===== src/rtl/fp_add_scheduler_if.sv =====
// fp_add_scheduler_if: request/response bundle between the issuing units and the
// shared-adder scheduler.
//   req_valid/req_ready : per-requester handshake, req_ready is one-hot or zero
//   req_a/req_b         : packed operands, requester i at bits [32i+31:32i]
//   rsp_valid/rsp_ready : response handshake
//   rsp_id/rsp_sum/rsp_ovf/rsp_unf : response payload
// Modports: master = issuing side, slave = scheduler.
interface fp_add_scheduler_if #(
  parameter int unsigned N   = 2,
  parameter int unsigned IDW = $clog2(N)
) ();
  logic [N-1:0]    req_valid;
  logic [N-1:0]    req_ready;
  logic [N*32-1:0] req_a;
  logic [N*32-1:0] req_b;
  logic            rsp_valid;
  logic            rsp_ready;
  logic [IDW-1:0]  rsp_id;
  logic [31:0]     rsp_sum;
  logic            rsp_ovf;
  logic            rsp_unf;

  modport master (
    output req_valid, req_a, req_b, rsp_ready,
    input  req_ready, rsp_valid, rsp_id, rsp_sum, rsp_ovf, rsp_unf
  );

  modport slave (
    input  req_valid, req_a, req_b, rsp_ready,
    output req_ready, rsp_valid, rsp_id, rsp_sum, rsp_ovf, rsp_unf
  );
endinterface


===== src/rtl/fp_add_scheduler.sv =====
// fp_add_scheduler: round-robin scheduler sharing one combinational single-precision
// adder between N requesters. One operand pair is accepted per transaction, held on
// the adder inputs for ADD_LAT cycles, and the sampled sum/flags are returned with the
// requester index.
// Ports:
//   i_clk, i_rst_n     : clock, asynchronous active-low reset
//   io_bus             : request/response bundle (fp_add_scheduler_if.slave)
//   o_add_a, o_add_b   : operands to the shared adder
//   i_add_sum          : adder result
//   i_add_ovf/i_add_unf: adder overflow/underflow flags
//   o_busy             : high whenever a transaction is in flight
// Optional feature: define FP_SCHED_ZERO_BYPASS_EN to answer transactions with a +/-0
// operand directly from the other operand, skipping the adder wait.
module fp_add_scheduler #(
  parameter int unsigned N       = 2,
  parameter int unsigned ADD_LAT = 2,
  parameter int unsigned IDW     = $clog2(N)
) (
  input  logic                     i_clk,
  input  logic                     i_rst_n,
  fp_add_scheduler_if.slave        io_bus,
  output logic [31:0]              o_add_a,
  output logic [31:0]              o_add_b,
  input  logic [31:0]              i_add_sum,
  input  logic                     i_add_ovf,
  input  logic                     i_add_unf,
  output logic                     o_busy
);

  typedef enum logic [1:0] {StIdle, StWait, StResp} state_e;

  state_e         r_state, w_state_d;
  logic [IDW-1:0] r_ptr;
  logic [IDW-1:0] r_rsp_id;
  logic [3:0]     r_cnt;
  logic [31:0]    r_add_a, r_add_b;
  logic [31:0]    r_rsp_sum;
  logic           r_rsp_valid, r_rsp_ovf, r_rsp_unf;

  logic [31:0]    w_a_arr [N];
  logic [31:0]    w_b_arr [N];
  logic           w_found;
  logic [IDW-1:0] w_winner;
  logic [31:0]    w_sel_a, w_sel_b;
  logic [N-1:0]   w_req_ready;
  logic           w_accept;
  logic           w_rsp_done;
  logic           w_bypass;
  logic [31:0]    w_byp_sum;

  for (genvar g = 0; g < N; g++) begin : g_unpack
    assign w_a_arr[g] = io_bus.req_a[32*g +: 32];
    assign w_b_arr[g] = io_bus.req_b[32*g +: 32];
  end

  // Round-robin search starting at r_ptr, wrapping at N.
  always_comb begin : arb
    logic [IDW:0] v_idx;
    v_idx    = '0;
    w_found  = 1'b0;
    w_winner = '0;
    for (int unsigned k = 0; k < N; k++) begin
      v_idx = {1'b0, r_ptr} + (IDW+1)'(k);
      if (v_idx >= (IDW+1)'(N)) v_idx = v_idx - (IDW+1)'(N);
      if (!w_found && io_bus.req_valid[v_idx[IDW-1:0]]) begin
        w_found  = 1'b1;
        w_winner = v_idx[IDW-1:0];
      end
    end
    w_sel_a = w_a_arr[w_winner];
    w_sel_b = w_b_arr[w_winner];
  end

  assign w_accept   = (r_state == StIdle) && w_found;
  assign w_rsp_done = r_rsp_valid && io_bus.rsp_ready;

`ifdef FP_SCHED_ZERO_BYPASS_EN
  logic w_a_zero, w_b_zero;
  assign w_a_zero  = (w_sel_a[30:0] == 31'd0);
  assign w_b_zero  = (w_sel_b[30:0] == 31'd0);
  assign w_bypass  = w_a_zero || w_b_zero;
  // A zero (or both zero) returns B; only B zero returns A.
  assign w_byp_sum = w_a_zero ? w_sel_b : w_sel_a;
`else
  assign w_bypass  = 1'b0;
  assign w_byp_sum = w_sel_b;
`endif

  // State register.
  always_ff @(posedge i_clk or negedge i_rst_n) begin
    if (!i_rst_n) r_state <= StIdle;
    else          r_state <= w_state_d;
  end

  // Next-state logic.
  always_comb begin
    w_state_d = r_state;
    unique case (r_state)
      StIdle:  if (w_accept) w_state_d = w_bypass ? StResp : StWait;
      StWait:  if (r_cnt == 4'd0) w_state_d = StResp;
      StResp:  if (w_rsp_done) w_state_d = StIdle;
      default: w_state_d = StIdle;
    endcase
  end

  // Outputs. req_ready is masked during reset so it reads 0 even with requests pending.
  always_comb begin
    w_req_ready = '0;
    if ((r_state == StIdle) && w_found && i_rst_n) w_req_ready[w_winner] = 1'b1;
    o_busy = (r_state != StIdle);
  end

  // Datapath registers.
  always_ff @(posedge i_clk or negedge i_rst_n) begin
    if (!i_rst_n) begin
      r_ptr       <= '0;
      r_rsp_id    <= '0;
      r_cnt       <= 4'd0;
      r_add_a     <= 32'd0;
      r_add_b     <= 32'd0;
      r_rsp_sum   <= 32'd0;
      r_rsp_valid <= 1'b0;
      r_rsp_ovf   <= 1'b0;
      r_rsp_unf   <= 1'b0;
    end else begin
      unique case (r_state)
        StIdle: begin
          if (w_accept) begin
            r_add_a  <= w_sel_a;
            r_add_b  <= w_sel_b;
            r_rsp_id <= w_winner;
            r_cnt    <= 4'(ADD_LAT - 1);
            if (w_bypass) begin
              r_rsp_sum   <= w_byp_sum;
              r_rsp_ovf   <= 1'b0;
              r_rsp_unf   <= 1'b0;
              r_rsp_valid <= 1'b1;
            end
          end
        end
        StWait: begin
          if (r_cnt == 4'd0) begin
            r_rsp_sum   <= i_add_sum;
            r_rsp_ovf   <= i_add_ovf;
            r_rsp_unf   <= i_add_unf;
            r_rsp_valid <= 1'b1;
          end else begin
            r_cnt <= r_cnt - 4'd1;
          end
        end
        StResp: begin
          if (w_rsp_done) begin
            r_rsp_valid <= 1'b0;
            r_ptr       <= (r_rsp_id == IDW'(N - 1)) ? '0 : r_rsp_id + IDW'(1);
          end
        end
        default: ;
      endcase
    end
  end

  assign o_add_a          = r_add_a;
  assign o_add_b          = r_add_b;
  assign io_bus.req_ready = w_req_ready;
  assign io_bus.rsp_valid = r_rsp_valid;
  assign io_bus.rsp_id    = r_rsp_id;
  assign io_bus.rsp_sum   = r_rsp_sum;
  assign io_bus.rsp_ovf   = r_rsp_ovf;
  assign io_bus.rsp_unf   = r_rsp_unf;

endmodule


===== src/flat_wrapper.sv =====
// flat-port wrapper written by rule: the top's interface ports become plain ports
module fp_add_scheduler_flat 
#(
  parameter int unsigned N       = 2,
  parameter int unsigned ADD_LAT = 2,
  parameter int unsigned IDW     = $clog2(N)
)
  (i_clk, i_rst_n, o_add_a, o_add_b, i_add_sum, i_add_ovf, i_add_unf, o_busy, io_bus_req_valid, io_bus_req_a, io_bus_req_b, io_bus_rsp_ready, io_bus_req_ready, io_bus_rsp_valid, io_bus_rsp_id, io_bus_rsp_sum, io_bus_rsp_ovf, io_bus_rsp_unf);
  fp_add_scheduler_if #(.N(N), .IDW(IDW)) io_bus_i ();
  input  logic i_clk;
  input  logic i_rst_n;
  output logic [31:0] o_add_a;
  output logic [31:0] o_add_b;
  input  logic [31:0] i_add_sum;
  input  logic i_add_ovf;
  input  logic i_add_unf;
  output logic o_busy;
  input wire logic [$bits(io_bus_i.req_valid)-1:0] io_bus_req_valid;
  input wire logic [$bits(io_bus_i.req_a)-1:0] io_bus_req_a;
  input wire logic [$bits(io_bus_i.req_b)-1:0] io_bus_req_b;
  input wire logic [$bits(io_bus_i.rsp_ready)-1:0] io_bus_rsp_ready;
  output wire logic [$bits(io_bus_i.req_ready)-1:0] io_bus_req_ready;
  output wire logic [$bits(io_bus_i.rsp_valid)-1:0] io_bus_rsp_valid;
  output wire logic [$bits(io_bus_i.rsp_id)-1:0] io_bus_rsp_id;
  output wire logic [$bits(io_bus_i.rsp_sum)-1:0] io_bus_rsp_sum;
  output wire logic [$bits(io_bus_i.rsp_ovf)-1:0] io_bus_rsp_ovf;
  output wire logic [$bits(io_bus_i.rsp_unf)-1:0] io_bus_rsp_unf;
  assign io_bus_i.req_valid = io_bus_req_valid;
  assign io_bus_i.req_a = io_bus_req_a;
  assign io_bus_i.req_b = io_bus_req_b;
  assign io_bus_i.rsp_ready = io_bus_rsp_ready;
  assign io_bus_req_ready = io_bus_i.req_ready;
  assign io_bus_rsp_valid = io_bus_i.rsp_valid;
  assign io_bus_rsp_id = io_bus_i.rsp_id;
  assign io_bus_rsp_sum = io_bus_i.rsp_sum;
  assign io_bus_rsp_ovf = io_bus_i.rsp_ovf;
  assign io_bus_rsp_unf = io_bus_i.rsp_unf;
  fp_add_scheduler #(.N(N), .ADD_LAT(ADD_LAT), .IDW(IDW)) u_core (.i_clk(i_clk), .i_rst_n(i_rst_n), .io_bus(io_bus_i), .o_add_a(o_add_a), .o_add_b(o_add_b), .i_add_sum(i_add_sum), .i_add_ovf(i_add_ovf), .i_add_unf(i_add_unf), .o_busy(o_busy));
endmodule

===== config.mk =====
export PLATFORM = sky130hd
export DESIGN_NAME = fp_add_scheduler_flat
export DESIGN_NICKNAME = d
export VERILOG_FILES = /design/src/rtl/fp_add_scheduler_if.sv /design/src/rtl/fp_add_scheduler.sv /design/src/flat_wrapper.sv
export SDC_FILE = /design/constraint.sdc
export NUM_CORES = 1
export LEC_CHECK = 0
export ABC_AREA = 1
export ABC_CLOCK_PERIOD_IN_PS = 1610
export CAP_MARGIN = 20
export CORE_MARGIN = 2
export CORE_UTILIZATION = 39
export CTS_CLUSTER_SIZE = 8
export DETAILED_ROUTE_END_ITERATION = 6
export PLACE_DENSITY = 0.84
export SYNTH_ARGS = -nofsm -noshare
export SYNTH_HDL_FRONTEND = slang
export SYNTH_SLANG_ARGS = --single-unit

===== constraint.sdc =====
create_clock -name i_clk -period 1.61 [get_ports i_clk]
set_input_delay 0.483 -clock i_clk [delete_from_list [all_inputs] [get_ports i_clk]]
set_output_delay 0.483 -clock i_clk [all_outputs]
set_load 0.02 [all_outputs]

# Word-level counts from Yosys, hierarchy flattened
# Index checks and enable logic that the tools add are counted.
# Widths: inputs -> output; s select.
[classes] n_eq_ne=6 n_mux=30 bitwise_logic=1 n_lt_le_gt_ge=7 n_addsub=5 reduce_logical=17
[op_table] cell="$mux 32" n=6
[op_table] cell="$mux 1" n=14
[op_table] cell="$reduce_and 3->1" n=3
[op_table] cell="$mux 2" n=4
[op_table] cell="$mux 4" n=2
[op_table] cell="$pmux 4 s2" n=1
[op_table] cell="$lt 1x2->1 const B" n=3
[op_table] cell="$ne 2x1->1 const B" n=3
[op_table] cell="$pmux 2 s3" n=1
[op_table] cell="$reduce_and 2->1" n=3
[op_table] cell="$reduce_bool 2->1" n=3
[op_table] cell="$logic_and 1x1->1" n=5
[op_table] cell="$ge 2x2->1 const B" n=2
[op_table] cell="$logic_not 4->1" n=1
[op_table] cell="$sub 4x1->4 const B" n=1
[op_table] cell="$add 1x1->2 const B" n=1
[op_table] cell="$eq 2x1->1 const B" n=1
[op_table] cell="$eq 2x2->1 const B" n=1
[op_table] cell="$ge 1x2->1 const B" n=1
[op_table] cell="$logic_not 2->1" n=1
[op_table] cell="$ne 2x2->1 const B" n=1
[op_table] cell="$not 1->2" n=1
[op_table] cell="$pmux 1 s2" n=1
[op_table] cell="$sub 1x1->1 const B" n=2
[op_table] cell="4 further kinds" n=4
[word_totals] output_inout_bits=103 input_bits=167 reg_bits=107

# Logic depth before layout (Yosys ltp)
[depth] word_depth=13 mapped_depth=9

# Worst setup path after synthesis
# Ideal clock, no wire load.
[synth_path] path_kind="register -> output" startpoint="register u_core.r_state[1]" endpoint="output io_bus_req_ready[0]" path_slack_ns=-0.219 path_buffers=1 arrival_ns=1.346 path_stages_with_launch=5 cell_sequence="dfrtp_1 > nor2_2 > o21ai_2 > buf_4 > nor3_1"
[synth_between] elab_chain_len=4
[synth_lines] item="start, declared" line="fp_add_scheduler.sv:32" rtl="state_e r_state, w_state_d;"
[synth_lines] item="start signal, assigned" line="fp_add_scheduler.sv:91" rtl="if (!i_rst_n) r_state <= StIdle;"
[synth_lines] item="start signal, assigned" line="fp_add_scheduler.sv:92" rtl="else r_state <= w_state_d;"
[synth_lines] item="$logic_not 2->1" line="fp_add_scheduler.sv:109" rtl="if ((r_state == StIdle) && w_found && i_rst_n) w_req_ready[w_winner] = 1'b1;"
[synth_lines] item="$logic_and 1x1->1 (2 in a row)" line="fp_add_scheduler.sv:109"
[synth_lines] item="$mux 2" line="fp_add_scheduler.sv:109"
[synth_lines] item="end, declared" line="flat_wrapper.sv:22" rtl="output wire logic [$bits(io_bus_i.req_ready)-1:0] io_bus_req_ready;"
# No other way between the ends.

# Worst setup path in the final report
[layout_path] startpoint="register u_core.r_state[1]" endpoint="output io_bus_req_ready[1]"
# The elaborated chain is that of the path after synthesis.

==> results.toml <==
[sta]
hold_slack_ns = 0.396
max_freq_mhz = 561
grt_setup_unrepaired = "yes"
max_slew_margin = 0.518
post-route-period-util = 1.11
worst_slew_pin_slew_ns = 0.723
min_period_ns = 1.78
finalHoldViolCount = 0
skew_ns = 0.00886
final.setup.tns_ns = -0.502
slew_viol_final = 0
postLayoutSetupSlackWorst_ns = -0.171
finalSetupViolations = 3

[finish]
fill_cells = 1137
areaGrowthSynthToFinish_pct = 64.1
fin_nets = 1111
regArea_mm2 = 0.00268
drive_above_1_share = 0.0549
stdcell_count = 1120
n_antenna_cell = 0
final_cell_area_mm2 = 0.00816
multi_input_area_mm2 = 0.00198

[placed_design]
dp_slack_ns = -0.928
port_buffers = 269
place_inst = 1099
gp_congestion = 0.851
place_area_mm2 = 0.00787
dpl.hpwl_mm = 11.0

[clocking]
cts_buffers = 9
h-tree-depth = 3
clk_pin_slew_ns = 0.07
clock_sinks = 107
insertion_delay_ns = 0.34
cts_tree = "done"
clockRootBuffer = "clkbuf_16"
cts_buffer_depth = 2
hold_buffers = 0

[yosys]
syn_avg_cell_area_um2 = 7.34
ys_seq_elements = 107
ys_types = 19
yosys-top-cells-area = "dfrtp_1, nand2_1, o21ai_0, inv_1, buf_4"
synthCells = 677
synth_nets = 845
synth_warnings = 0
synth_area_leader_cell = "dfrtp_1"
synth_top_area_share = 0.539
ys_seq_area_frac = 0.539
netlist_area_mm2 = 0.00497

[grt]
grt_start_max_net_pins = 69
grt_usage = 0.212
grt_pass1_vias = 4700
antenna_found_initial = 0
overflow = 0
grt_first_pass_wirelength_mm = 22.7

[setup_path]
start_kind = "flop"
worst_ep_required_time_ns = 1.13
r2r_cells = 6
worstPathMaxFanout = 3
cp.arrival_ns = 1.30
crit_type = "flop to output port"
cp-end-kind = "output port"

[routing]
vias_per_cell = 4.48
met2_length_mm = 7.50
wl_per_cell_um = 13.6
drt_iter0_drc = 160
dr.pass1.iters = 4
drcViolationCount = 0
ant_nets = 0
top_layer = "met4"
drt-total-wl_mm = 15.3
drt-met1-wl_mm = 6.07
vias = 5016
wl_met3_mm = 1.26

[power]
power_density_mw_per_mm2 = 1740
ir_drop_mv = 0.762
leakage_nw = 4.46

[die]
initial_core_util = 0.397
die_y_um = 117
coreArea_mm2 = 0.0125
die_w_um = 117
rows = 41
ioPinCount = 270
die_area_mm2 = 0.0137

[run]
drv_cap = 0

[status]
status = "complete, but fails checks"
violations = "setup timing"

[worst_hold_path]
min_path_type = "input port to asynchronous set/reset pin"
[state kept, by name (all words and copies together), names as in the netlist]
signal / cells
u_core.io_bus.rsp_id: 1
u_core.io_bus.rsp_valid: 1
u_core.io_bus.rsp_unf: 1
u_core.r_cnt: 4
u_core.o_add_a: 32
u_core.r_ptr: 1
u_core.io_bus.rsp_sum: 32
u_core.r_state: 2
u_core.io_bus.rsp_ovf: 1
u_core.o_add_b: 32
[layout by cell type, fill, tap and decap left out, types with 2 or more instances in the layout]
cell type and instances:
clkdlybuf4s50_1 163, clkinv_4 2, dlygate4sd2_1 100, nand3_1 3, buf_6 2, o21ai_4 2, o21ai_0 39, dfrtp_1 107
nand2_1 430, buf_4 16, buf_12 4, nor2_1 8, bufinv_16 2, clkbuf_16 11, nor2_4 2, inv_1 41
inv_2 2
[Yosys cell counts]
cell	count
dfrtp_1	107
a21oi_1	1
ha_1	1
nand4_1	1
nor2_2	1
nor2_4	1
buf_2	12
o21ai_2	2
xor2_1	1
inv_1	41
buf_4	11
inv_2	3
nor3_1	1
nand3_1	3
nor2_1	9
clkbuf_1	11
nand3_2	1
nand2_1	431
o21ai_0	39
[worst max-delay path, stage by stage (launching register included)]
cell and delay [ns]:
dfrtp_1 0.41, nor2_4 0.18, nand2_1 0.11, nor2_2 0.11, buf_4 0.15
[cells by family after synthesis]
group | count (synthesis) | share of synthesized area
xor gates and xnor gates | 1 | 0.00176
AOI/OAI and AO/OA | 42 | 0.0438
buffers and inverters | 78 | 0.0702
and+or+nand+nor | 448 | 0.343
adders and majority gates | 1 | 0.00252
DFF | 107 | 0.539
[repair_timing]
action	CTS	global route
resized for setup	122	8
cloned	0	2
pin swaps	2	2
endpoints found under the hold margin	0	0
setup endpoints to repair	173	97
buffers inserted	0	3
[area by class of cell]
| cell class | count | share of cell area |
|---|---|---|
| inverter | 44 | 0.0205 |
| clock buffer | 10 | 0.0281 |
| multi-input combinational | 492 | 0.243 |
| sequential | 107 | 0.328 |
| tap | 172 | 0.0264 |
| timing repair buffer | 289 | 0.343 |
| clock inverter | 6 | 0.0110 |
[worst paths after layout]
check / startpoint / end / slack [ns]
min: i_rst_n / u_core.o_add_a[12] / 0.40
max reg2reg: u_core.r_ptr / u_core.o_add_b[28] / 0
min in group i_clk: u_core.o_add_b[16] / u_core.o_add_b[16] / 0.47
min reg2reg: u_core.o_add_b[16] / u_core.o_add_b[16] / 0.47
max in group asynchronous: i_rst_n / u_core.o_add_b[5] / 0.68
max: u_core.r_state[1] / io_bus_req_ready[1] / -0.17
[power breakdown]
part	switching, mW	internal [mW]	leakage, nW
Sequential	0.639	3.97	1.33
Combinational	4.41	2.81	2.98
Clock	0.993	1.37	0.153
[metrics by stage]
step / utilization / power (mW)
2_1_floorplan: - / 8.63
6_report: 0.652 / 14.2
3_3_place_gp: 0.628 / 12.3
3_5_place_dp: 0.628 / 12.5
5_1_grt: 0.652 / 15.2
4_1_cts: 0.645 / 14.1
[routing by layer]
| metal | track usage | vias up |
|---|---|---|
| met3 | 0.0556 | 34 |
| met1 | 0.245 | 2240 |
| met5 | 0 | - |
| met4 | 0.0831 | 0 |
| li1 | - | 2554 |
| met2 | 0.375 | 188 |
(Power assumes the default switching activity.)
